`src/rtl/viterbi_trellis_scheduler_if.sv`:
```
// Bus between the trellis scheduler and the symbol buffer / ACS / traceback datapath.
// The scheduler drives the strobes and indices; the datapath returns the symbol pair.
interface viterbi_trellis_scheduler_if #(
  parameter int K        = 5,
  parameter int MAX_BITS = 32
);
  localparam int SW = $clog2(MAX_BITS);

  logic          sym_rd_en;
  logic [SW-1:0] sym_rd_addr;
  logic [1:0]    sym_rd_data;
  logic          acs_valid;
  logic [K-2:0]  acs_state;
  logic [1:0]    acs_sym;
  logic [SW-1:0] acs_step;
  logic          bank_swap;
  logic          tb_valid;
  logic [SW-1:0] tb_step;

  modport master (
    output sym_rd_en, sym_rd_addr,
    input  sym_rd_data,
    output acs_valid, acs_state, acs_sym, acs_step, bank_swap,
    output tb_valid, tb_step
  );

  modport slave (
    input  sym_rd_en, sym_rd_addr,
    output sym_rd_data,
    input  acs_valid, acs_state, acs_sym, acs_step, bank_swap,
    input  tb_valid, tb_step
  );
endinterface

```
`src/rtl/viterbi_trellis_scheduler.sv`:
```
// Frame sequencer for the Viterbi datapath: per step fetch symbol, sweep ACS over
// all states, swap metric banks; then trace back from the last step to step 0.
module viterbi_trellis_scheduler #(
  parameter int K        = 5,
  parameter int MAX_BITS = 32
) (
  input  logic                        clk,
  input  logic                        rst,
  input  logic                        ena,
  input  logic                        start,
  input  logic                        abort,
  input  logic [$clog2(MAX_BITS):0]   num_bits,
  viterbi_trellis_scheduler_if.master bus,
  output logic                        busy,
  output logic                        frame_done,
  output logic                        cfg_err
);
  localparam int SW  = $clog2(MAX_BITS);
  localparam int SSW = K - 1;
  localparam logic [SW:0]    MAX_LEN    = MAX_BITS[SW:0];
  localparam logic [SSW-1:0] LAST_STATE = {SSW{1'b1}};

  typedef enum logic [2:0] {IDLE, FETCH, LATCH, ACS, SWAP, TB, DONE} state_t;

  state_t         state;
  logic [SW:0]    len;
  logic [SW-1:0]  t;
  logic [SW-1:0]  tb_idx;
  logic [SSW-1:0] acs_cnt;
  logic [1:0]     sym_q;
  logic           rd_en;
  logic           acs_on;
  logic           swap;
  logic           tb_on;
  logic           len_ok;
  logic           last_step;

  assign len_ok    = (num_bits != '0) && (num_bits <= MAX_LEN);
  assign last_step = (({1'b0, t} + 1'b1) == len);

  // Every output is a register; strobes default low each enabled cycle and the
  // next state's strobe is set on the transition into it.
  always_ff @(posedge clk) begin
    if (rst) begin
      state      <= IDLE;
      len        <= '0;
      t          <= '0;
      tb_idx     <= '0;
      acs_cnt    <= '0;
      sym_q      <= '0;
      rd_en      <= 1'b0;
      acs_on     <= 1'b0;
      swap       <= 1'b0;
      tb_on      <= 1'b0;
      busy       <= 1'b0;
      frame_done <= 1'b0;
      cfg_err    <= 1'b0;
    end else if (ena) begin
      rd_en      <= 1'b0;
      acs_on     <= 1'b0;
      swap       <= 1'b0;
      tb_on      <= 1'b0;
      frame_done <= 1'b0;
      cfg_err    <= 1'b0;
      if (abort && state != IDLE) begin
        state <= IDLE;
        busy  <= 1'b0;
      end else begin
        unique case (state)
          IDLE: begin
            if (start && !abort) begin
              if (len_ok) begin
                len   <= num_bits;
                t     <= '0;
                busy  <= 1'b1;
                rd_en <= 1'b1;
                state <= FETCH;
              end else begin
                cfg_err <= 1'b1;
              end
            end
          end
          FETCH: state <= LATCH;
          LATCH: begin
            sym_q   <= bus.sym_rd_data;
            acs_cnt <= '0;
            acs_on  <= 1'b1;
            state   <= ACS;
          end
          ACS: begin
            if (acs_cnt == LAST_STATE) begin
              swap  <= 1'b1;
              state <= SWAP;
            end else begin
              acs_cnt <= acs_cnt + 1'b1;
              acs_on  <= 1'b1;
            end
          end
          // On the last step t already equals num_bits-1, the first traceback index.
          SWAP: begin
            if (last_step) begin
              tb_idx <= t;
              tb_on  <= 1'b1;
              state  <= TB;
            end else begin
              t     <= t + 1'b1;
              rd_en <= 1'b1;
              state <= FETCH;
            end
          end
          TB: begin
            if (tb_idx == '0) begin
              frame_done <= 1'b1;
              state      <= DONE;
            end else begin
              tb_idx <= tb_idx - 1'b1;
              tb_on  <= 1'b1;
            end
          end
          DONE: begin
            busy  <= 1'b0;
            state <= IDLE;
          end
          default: state <= IDLE;
        endcase
      end
    end
  end

  assign bus.sym_rd_en   = rd_en;
  assign bus.sym_rd_addr = t;
  assign bus.acs_valid   = acs_on;
  assign bus.acs_state   = acs_cnt;
  assign bus.acs_sym     = sym_q;
  assign bus.acs_step    = t;
  assign bus.bank_swap   = swap;
  assign bus.tb_valid    = tb_on;
  assign bus.tb_step     = tb_idx;
endmodule
```
`src/flat_wrapper.sv`:
```
// flat-port wrapper written by rule: the top's interface ports become plain ports
module viterbi_trellis_scheduler_flat 
#(
  parameter int K        = 5,
  parameter int MAX_BITS = 32
)
  (clk, rst, ena, start, abort, num_bits, busy, frame_done, cfg_err, bus_sym_rd_en, bus_sym_rd_addr, bus_sym_rd_data, bus_acs_valid, bus_acs_state, bus_acs_sym, bus_acs_step, bus_bank_swap, bus_tb_valid, bus_tb_step);
  viterbi_trellis_scheduler_if #(.K(K), .MAX_BITS(MAX_BITS)) bus_i ();
  input  logic clk;
  input  logic rst;
  input  logic ena;
  input  logic start;
  input  logic abort;
  input  logic [$clog2(MAX_BITS):0] num_bits;
  output logic busy;
  output logic frame_done;
  output logic cfg_err;
  output wire logic [$bits(bus_i.sym_rd_en)-1:0] bus_sym_rd_en;
  output wire logic [$bits(bus_i.sym_rd_addr)-1:0] bus_sym_rd_addr;
  input wire logic [$bits(bus_i.sym_rd_data)-1:0] bus_sym_rd_data;
  output wire logic [$bits(bus_i.acs_valid)-1:0] bus_acs_valid;
  output wire logic [$bits(bus_i.acs_state)-1:0] bus_acs_state;
  output wire logic [$bits(bus_i.acs_sym)-1:0] bus_acs_sym;
  output wire logic [$bits(bus_i.acs_step)-1:0] bus_acs_step;
  output wire logic [$bits(bus_i.bank_swap)-1:0] bus_bank_swap;
  output wire logic [$bits(bus_i.tb_valid)-1:0] bus_tb_valid;
  output wire logic [$bits(bus_i.tb_step)-1:0] bus_tb_step;
  assign bus_sym_rd_en = bus_i.sym_rd_en;
  assign bus_sym_rd_addr = bus_i.sym_rd_addr;
  assign bus_i.sym_rd_data = bus_sym_rd_data;
  assign bus_acs_valid = bus_i.acs_valid;
  assign bus_acs_state = bus_i.acs_state;
  assign bus_acs_sym = bus_i.acs_sym;
  assign bus_acs_step = bus_i.acs_step;
  assign bus_bank_swap = bus_i.bank_swap;
  assign bus_tb_valid = bus_i.tb_valid;
  assign bus_tb_step = bus_i.tb_step;
  viterbi_trellis_scheduler #(.K(K), .MAX_BITS(MAX_BITS)) u_core (.clk(clk), .rst(rst), .ena(ena), .start(start), .abort(abort), .num_bits(num_bits), .bus(bus_i), .busy(busy), .frame_done(frame_done), .cfg_err(cfg_err));
endmodule
```
`config.mk`:
```
export PLATFORM = sky130hd
export DESIGN_NAME = viterbi_trellis_scheduler_flat
export DESIGN_NICKNAME = d
export VERILOG_FILES = /design/src/rtl/viterbi_trellis_scheduler_if.sv /design/src/rtl/viterbi_trellis_scheduler.sv /design/src/flat_wrapper.sv
export SDC_FILE = /design/constraint.sdc
export NUM_CORES = 1
export LEC_CHECK = 0
export CAP_MARGIN = 0
export CORE_MARGIN = 2
export CORE_UTILIZATION = 35
export DETAILED_ROUTE_END_ITERATION = 6
export SLEW_MARGIN = 25
export SYNTH_ARGS = -nofsm -noshare
export SYNTH_HDL_FRONTEND = slang
export SYNTH_SLANG_ARGS = --single-unit
export TNS_END_PERCENT = 1
```
`constraint.sdc`:
```
create_clock -name clk -period 4.4 [get_ports clk]
set_clock_uncertainty 0.15 [all_clocks]
set_input_delay 0.88 -clock clk [delete_from_list [all_inputs] [get_ports clk]]
set_output_delay 0.88 -clock clk [all_outputs]
set_load 0.005 [all_outputs]
```
==> metrics.csv, run 1 <==
stage;metric;value;unit
run_status;status;finished, final reports clean;
yosys;Ys Warns;0;
yosys;Synth cell types;53;
worst_setup_path;r2r endpoint;u_core.bus.tb_step[3];
pwr;internal power;483;uW
sta;FMAX;317;MHz
route;mean routed wirelength per cell;13.4;microns
final_layout;most frequent cells in the layout;clkdlybuf4s50_1 (40), dfxtp_1 (32), nor2_1 (22);
final_layout;most common cell after layout, fill and taps aside;clkdlybuf4s50_1;
pwr;clock share of power;0.451;
floorplan;I/O pin cnt;41;
yosys;synth top area cells;dfxtp_1 (36%), mux2i_1 (5.6%), nor2_1 (4.6%);
run;max_cap viols;0;
worst_setup_path;Critical R2R Launch;u_core.bus.acs_step[0];
grt;initial antenna violation count;0;
clock_tree;Hold-fix buffers, CTS;0;
yosys;Post-synth EDFFs;0;
yosys;post-synthesis net count;233;
pwr;Pleak;0.822;nW
pwr;Net Sw Frac;0.229;
final_layout;P&R area growth vs syn;29.3;%
floorplan;die height;75.8;microns
placement;Post-DP Area;0.00222;sq mm
yosys;Post-synth top flop;dfxtp_1;
floorplan;effective utilization at floorplan;0.358;
route;overall via count from detail_route;1668;
final_layout;area of the multi-input gates;0.00105;sq mm
sta;Max Slew Vio Count;0;
clock_tree;clk sinks;32;
clock_tree;worst-skew pair later-pin latency;0.29;ns
pwr;Sw Pwr;143;uW
worst_setup_path;CP Class;in2reg;
clock_tree;CTS tree;built;
sta;final setup vio count;0;
final_layout;post-route cell area;0.00233;sq mm
grt;first-pass GRT wire length;7.31;mm
final_layout;fillers;520;
floorplan;Die ar.;0.00574;sq mm
sta;post-layout min period;3.15;ns
yosys;Syn Inst Count;216;
worst_setup_path;CP Data Required Time;4.43;ns
grt;vias in the first global route;1548;
clock_tree;number of setup buffers added after CTS;0;
grt;pin count of the biggest net entering global routing;31;
yosys;share of async-settable or async-resettable flops after synthesis;0;
clock_tree;H-tree levels;2;
route;DRT Pass-1 Iters;4;
route;DRC Markers;0;
yosys;Synth Area per Inst;8.35;sq um
final_layout;Reg area;641;sq um
sta;Slew HR;0.512;
grt;Total GRT Usage;0.164;
worst_setup_path;CP Launch Type;input pin;
worst_setup_path;Crit. End Element;register;
placement;post-DP HPWL;3.12;mm
pwr;register share of total power;0.472;
worst_setup_path;worst reg2reg path depth;7;
clock_tree;CTS root buf;clkbuf_8;
pwr;peak supply drop;166;uV
yosys;Yosys top cell by area;dfxtp_1;
clock_tree;post-cts sizing count;0;
sta;RSZ-0062 raised after global routing;no;
route;routed vias/inst;5.20;
grt;overflow left after global routing;0;
final_layout;layout cells sized above 1;0.0677;
final_layout;Nets;267;
yosys;Mapped Area;0.00180;sq mm
yosys;sequential share of the synthesized area;0.355;
placement;I/O Buffers;40;
floorplan;Core Area;0.00504;sq mm
worst_setup_path;CP Max Fanout;8;
pwr;Tot Pwr;626;uW
clock_tree;CTS buffer count;5;
worst_setup_path;Critical Path Sink;u_core.bus.acs_step[3];
pwr;Gate power share;0.076;
yosys;flop and latch count out of synthesis;32;
route;total wire length;4.31;mm
floorplan;Die Span X;75.8;microns
sta;final hold vios;0;
sta;Tightest Pin Transition;0.722;ns
clock_tree;Max Buffers Root-to-Sink;2;
route;initial DRC count;98;
final_layout;antenna cell count;0;
route;Final ANT Viol Nets;0;
sta;total negative slack;0;ns
pwr;Pwr per Cell Area;269;mW/mm^2
clock_tree;Clock transition at path regs;0.07;ns
yosys;Synth top area share;0.355;
sta;Tcrit/Tclk final;0.717;
worst_setup_path;Setup crit start;num_bits[2];
worst_setup_path;Crit path arrival time;3.18;ns
worst_setup_path;worst reg-to-reg setup slack;1.81;ns
placement;GP Congestion;0.824;
floorplan;# rows;26;
min_path;Hold Crit Class;reg2reg;
power by group through the flow:
stage          logic, mW  clock network [mW]  registers, mW
2_1_floorplan     0.0287                   0          0.300
3_3_place_gp      0.0481                   0          0.302
3_5_place_dp      0.0481                   0          0.302
4_1_cts           0.0483               0.288          0.296
5_1_grt           0.0530               0.304          0.296
6_report          0.0479               0.283          0.296
sequential cells by signal, indices dropped and copies added (netlist names), 2 cells and up:
register	flops
u_core.state	3
u_core.len	6
u_core.bus.acs_state	4
u_core.bus.acs_sym	2
u_core.bus.acs_step	5
u_core.bus.tb_step	5
final cells by class:
cell class	instances	area share
multi-input cells	161	0.449
inverters	7	0.0113
repair buffers	43	0.181
well taps	70	0.0376
flip-flops and latches	32	0.275
clock buffers	6	0.0311
clock inverters	2	0.0150
through the flow:
stage	hold slack (ns)	utilization	setup slack, ns	std cells
2_1_floorplan	0.308	-	1.59	216
3_3_place_gp	0.304	0.441	0.970	313
3_5_place_dp	0.309	0.441	0.945	313
4_1_cts	0.322	0.462	1.25	321
5_1_grt	0.341	0.462	1.12	321
6_report	0.318	0.462	1.25	321
cells in the mapped netlist, types with 2 or more instances:
library cell,instances
inv_1,6
o21ai_0,6
xnor2_1,4
or3_1,4
o31ai_1,5
nand2b_1,9
o311ai_0,2
o22ai_1,2
clkbuf_1,6
mux2i_1,10
ha_1,4
a211o_1,3
xor2_1,3
a21oi_1,16
nor3_1,13
nand2_1,15
nand3_1,6
buf_4,5
buf_2,3
nand3b_1,3
o211ai_1,2
nand4_1,4
dfxtp_1,32
a31oi_1,3
nor2_1,22
cell families after synthesis:
| logic type | after synthesis | synth area share |
|---|---|---|
| AO/OA/AOI/OAI | 48 | 0.186 |
| XOR/XNOR | 7 | 0.0340 |
| adder cells (fa/ha/maj) | 5 | 0.0333 |
| buffers and inverters | 23 | 0.0645 |
| flip-flops | 32 | 0.355 |
| multiplexers | 11 | 0.0618 |
| AND/OR/NAND/NOR | 90 | 0.265 |
metal layers:
metal  GRT usage  up-vias  part of all wire
met5           0        -                 0
met4      0.0468        0             0.014
met3      0.0437        8             0.053
met2       0.246       42              0.44
met1       0.232      774              0.49
li1            -      844                 -
worst min-delay path by stage:
stage	end	cells past startpoint	from
2_1_floorplan	u_core.bus.bank_swap	2	u_core.bus.bank_swap
3_3_place_gp	u_core.bus.bank_swap	2	u_core.bus.bank_swap
3_5_place_dp	u_core.bus.acs_valid	2	u_core.bus.acs_valid
4_1_cts	u_core.bus.acs_valid	2	u_core.bus.acs_valid
5_1_grt	u_core.bus.acs_valid	2	u_core.bus.acs_valid
6_report	u_core.bus.acs_valid	2	u_core.bus.acs_valid
worst max-delay path, stage by stage:
cell	delay, ns
clkdlybuf4s50_1	0.41
or4_4	0.54
o21a_1	0.21
or3b_1	0.59
nand2_4	0.15
a41oi_4	0.06
a211o_1	0.33
No activity file was read; power rests on OpenSTA's default activity.
==> inputs of run 2 (changes only) <==
==> constraint.sdc (replaced) <==
create_clock -name clk -period 2.8 [get_ports clk]
set_clock_uncertainty 0.15 [all_clocks]
set_input_delay 0.56 -clock clk [delete_from_list [all_inputs] [get_ports clk]]
set_output_delay 0.56 -clock clk [all_outputs]
set_load 0.005 [all_outputs]
==> metrics.csv, run 2 (synthesized netlist as in run 1, its figures left out) <==
stage;metric;value;unit
run_status;status;finished, final reports clean;
sta;RSZ-0062 raised after global routing;no;
sta;final setup vio count;0;
worst_setup_path;CP Class;in2reg;
sta;Slew HR;0.589;
clock_tree;H-tree levels;2;
final_layout;P&R area growth vs syn;36.2;%
clock_tree;Max Buffers Root-to-Sink;2;
worst_setup_path;Crit. End Element;register;
floorplan;# rows;26;
grt;overflow left after global routing;0;
route;DRC Markers;0;
clock_tree;CTS tree;built;
final_layout;Final Util;0.487;
placement;worst slack, placed;-0.123;ns
worst_setup_path;CP Max Fanout;5;
clock_tree;post-cts sizing count;0;
sta;Max Slew Vio Count;0;
grt;grt peak-use layer;met2;
sta;final hold vios;0;
pwr;peak supply drop;250;uV
placement;post-DP HPWL;3.29;mm
final_layout;max reg flops;6;
sta;Tightest Pin Transition;0.610;ns
sta;Tcrit/Tclk final;0.935;
placement;GP Congestion;0.889;
route;DRT Pass-1 Iters;4;
pwr;internal power;765;uW
pwr;Pleak;0.902;nW
final_layout;post-route cell area;0.00245;sq mm
grt;GR Layer Usage met2;0.256;
route;overall via count from detail_route;1705;
clock_tree;clk sinks;32;
clock_tree;CTS root buf;clkbuf_8;
worst_setup_path;CP Data Required Time;2.83;ns
grt;first-pass GRT wire length;7.51;mm
clock_tree;number of setup buffers added after CTS;0;
grt;pin count of the biggest net entering global routing;28;
route;mean routed wirelength per cell;13.5;microns
worst_setup_path;Crit path arrival time;2.65;ns
final_layout;Nets;283;
min_path;Hold Crit Class;reg2reg;
route;initial DRC count;89;
grt;vias in the first global route;1563;
pwr;Pwr per Cell Area;407;mW/mm^2
sta;post-layout min period;2.62;ns
pwr;Gate power share;0.085;
floorplan;die height;75.8;microns
grt;initial antenna violation count;0;
pwr;Net Sw Frac;0.235;
sta;FMAX;382;MHz
run;max_cap viols;0;
clock_tree;worst-skew pair later-pin latency;0.29;ns
final_layout;antenna cell count;0;
clock_tree;CTS buffer count;5;
floorplan;Core Area;0.00504;sq mm
placement;I/O Buffers;40;
clock_tree;Clock transition at path regs;0.07;ns
pwr;register share of total power;0.464;
route;Final ANT Viol Nets;0;
floorplan;I/O pin cnt;41;
final_layout;layout cells sized above 1;0.127;
grt;met3 Use GR;0.0595;
final_layout;most common cell after layout, fill and taps aside;clkdlybuf4s50_1;
pwr;Tot Pwr;999;uW
sta;worst hold slack;0.314;ns
grt;met1 Usage GRT;0.239;
sta;PnR worst setup slack;0.183;ns
floorplan;Die ar.;0.00574;sq mm
floorplan;Die Span X;75.8;microns
final_layout;most frequent cells in the layout;clkdlybuf4s50_1 (40), dfxtp_1 (32), nor2_1 (22);
route;total wire length;4.53;mm
clock_tree;Hold-fix buffers, CTS;0;
floorplan;effective utilization at floorplan;0.358;
grt;Total GRT Usage;0.173;
route;routed vias/inst;5.06;
worst_setup_path;CP Launch Type;input pin;
pwr;clock share of power;0.451;
final_layout;most flop-heavy register;u_core.len;
pwr;Sw Pwr;235;uW
placement;Post-DP Area;0.00234;sq mm
## run 2: cell type report
class / count / area (sq um)
Multi-Input combinational cell: 161 / 1050
Sequential cell: 32 / 641
Clock inverter: 3 / 42.5
Timing Repair Buffer: 59 / 543
Clock buffer: 5 / 68.8
Inverter: 7 / 26.3
Tap cell: 70 / 87.6
Fill cell: 536 / 2590
## run 2: power groups by stage
stage	logic, mW	registers, mW	clock network [mW]
final	0.0845	0.464	0.451
after global routing	0.0924	0.465	0.484
after CTS	0.0853	0.464	0.464
after detailed placement	0.0847	0.475	0
after global placement	0.0844	0.475	0
after floorplan	0.0451	0.472	0
## run 2: final timing paths
| kind | start | endpoint | slack, ns | cells after the start |
|---|---|---|---|---|
| setup reg to reg | u_core.bus.acs_step[0] | u_core.bus.acs_step[4] | 0.35 | 7 |
| hold / removal | u_core.bus.bank_swap | u_core.bus.bank_swap | 0.31 | 2 |
| hold reg to reg | u_core.bus.bank_swap | u_core.bus.bank_swap | 0.31 | 2 |
| setup / recovery | num_bits[2] | u_core.bus.acs_step[4] | 0.18 | 7 |
## run 2: per-layer routing
| layer | part of all wire | vias up |
|---|---|---|
| met3 | 0.057 | 4 |
| met1 | 0.48 | 781 |
| met5 | 0 | - |
| met4 | 0.011 | 0 |
| li1 | - | 872 |
| met2 | 0.45 | 48 |
## run 2: critical path, stage by stage
cell             delay (ns)
clkdlybuf4s50_1        0.42
or4_4                  0.54
o21a_1                 0.22
or3b_1                 0.43
nand2_4                0.10
a41oi_4                0.04
a211o_1                0.33
## run 2: through the flow
stage | TNS [ns] | cells
floorplan | 0 | 216
global placement | -0.709 | 329
detailed placement | -1.06 | 329
CTS | 0 | 337
global route | 0 | 337
finish | 0 | 337
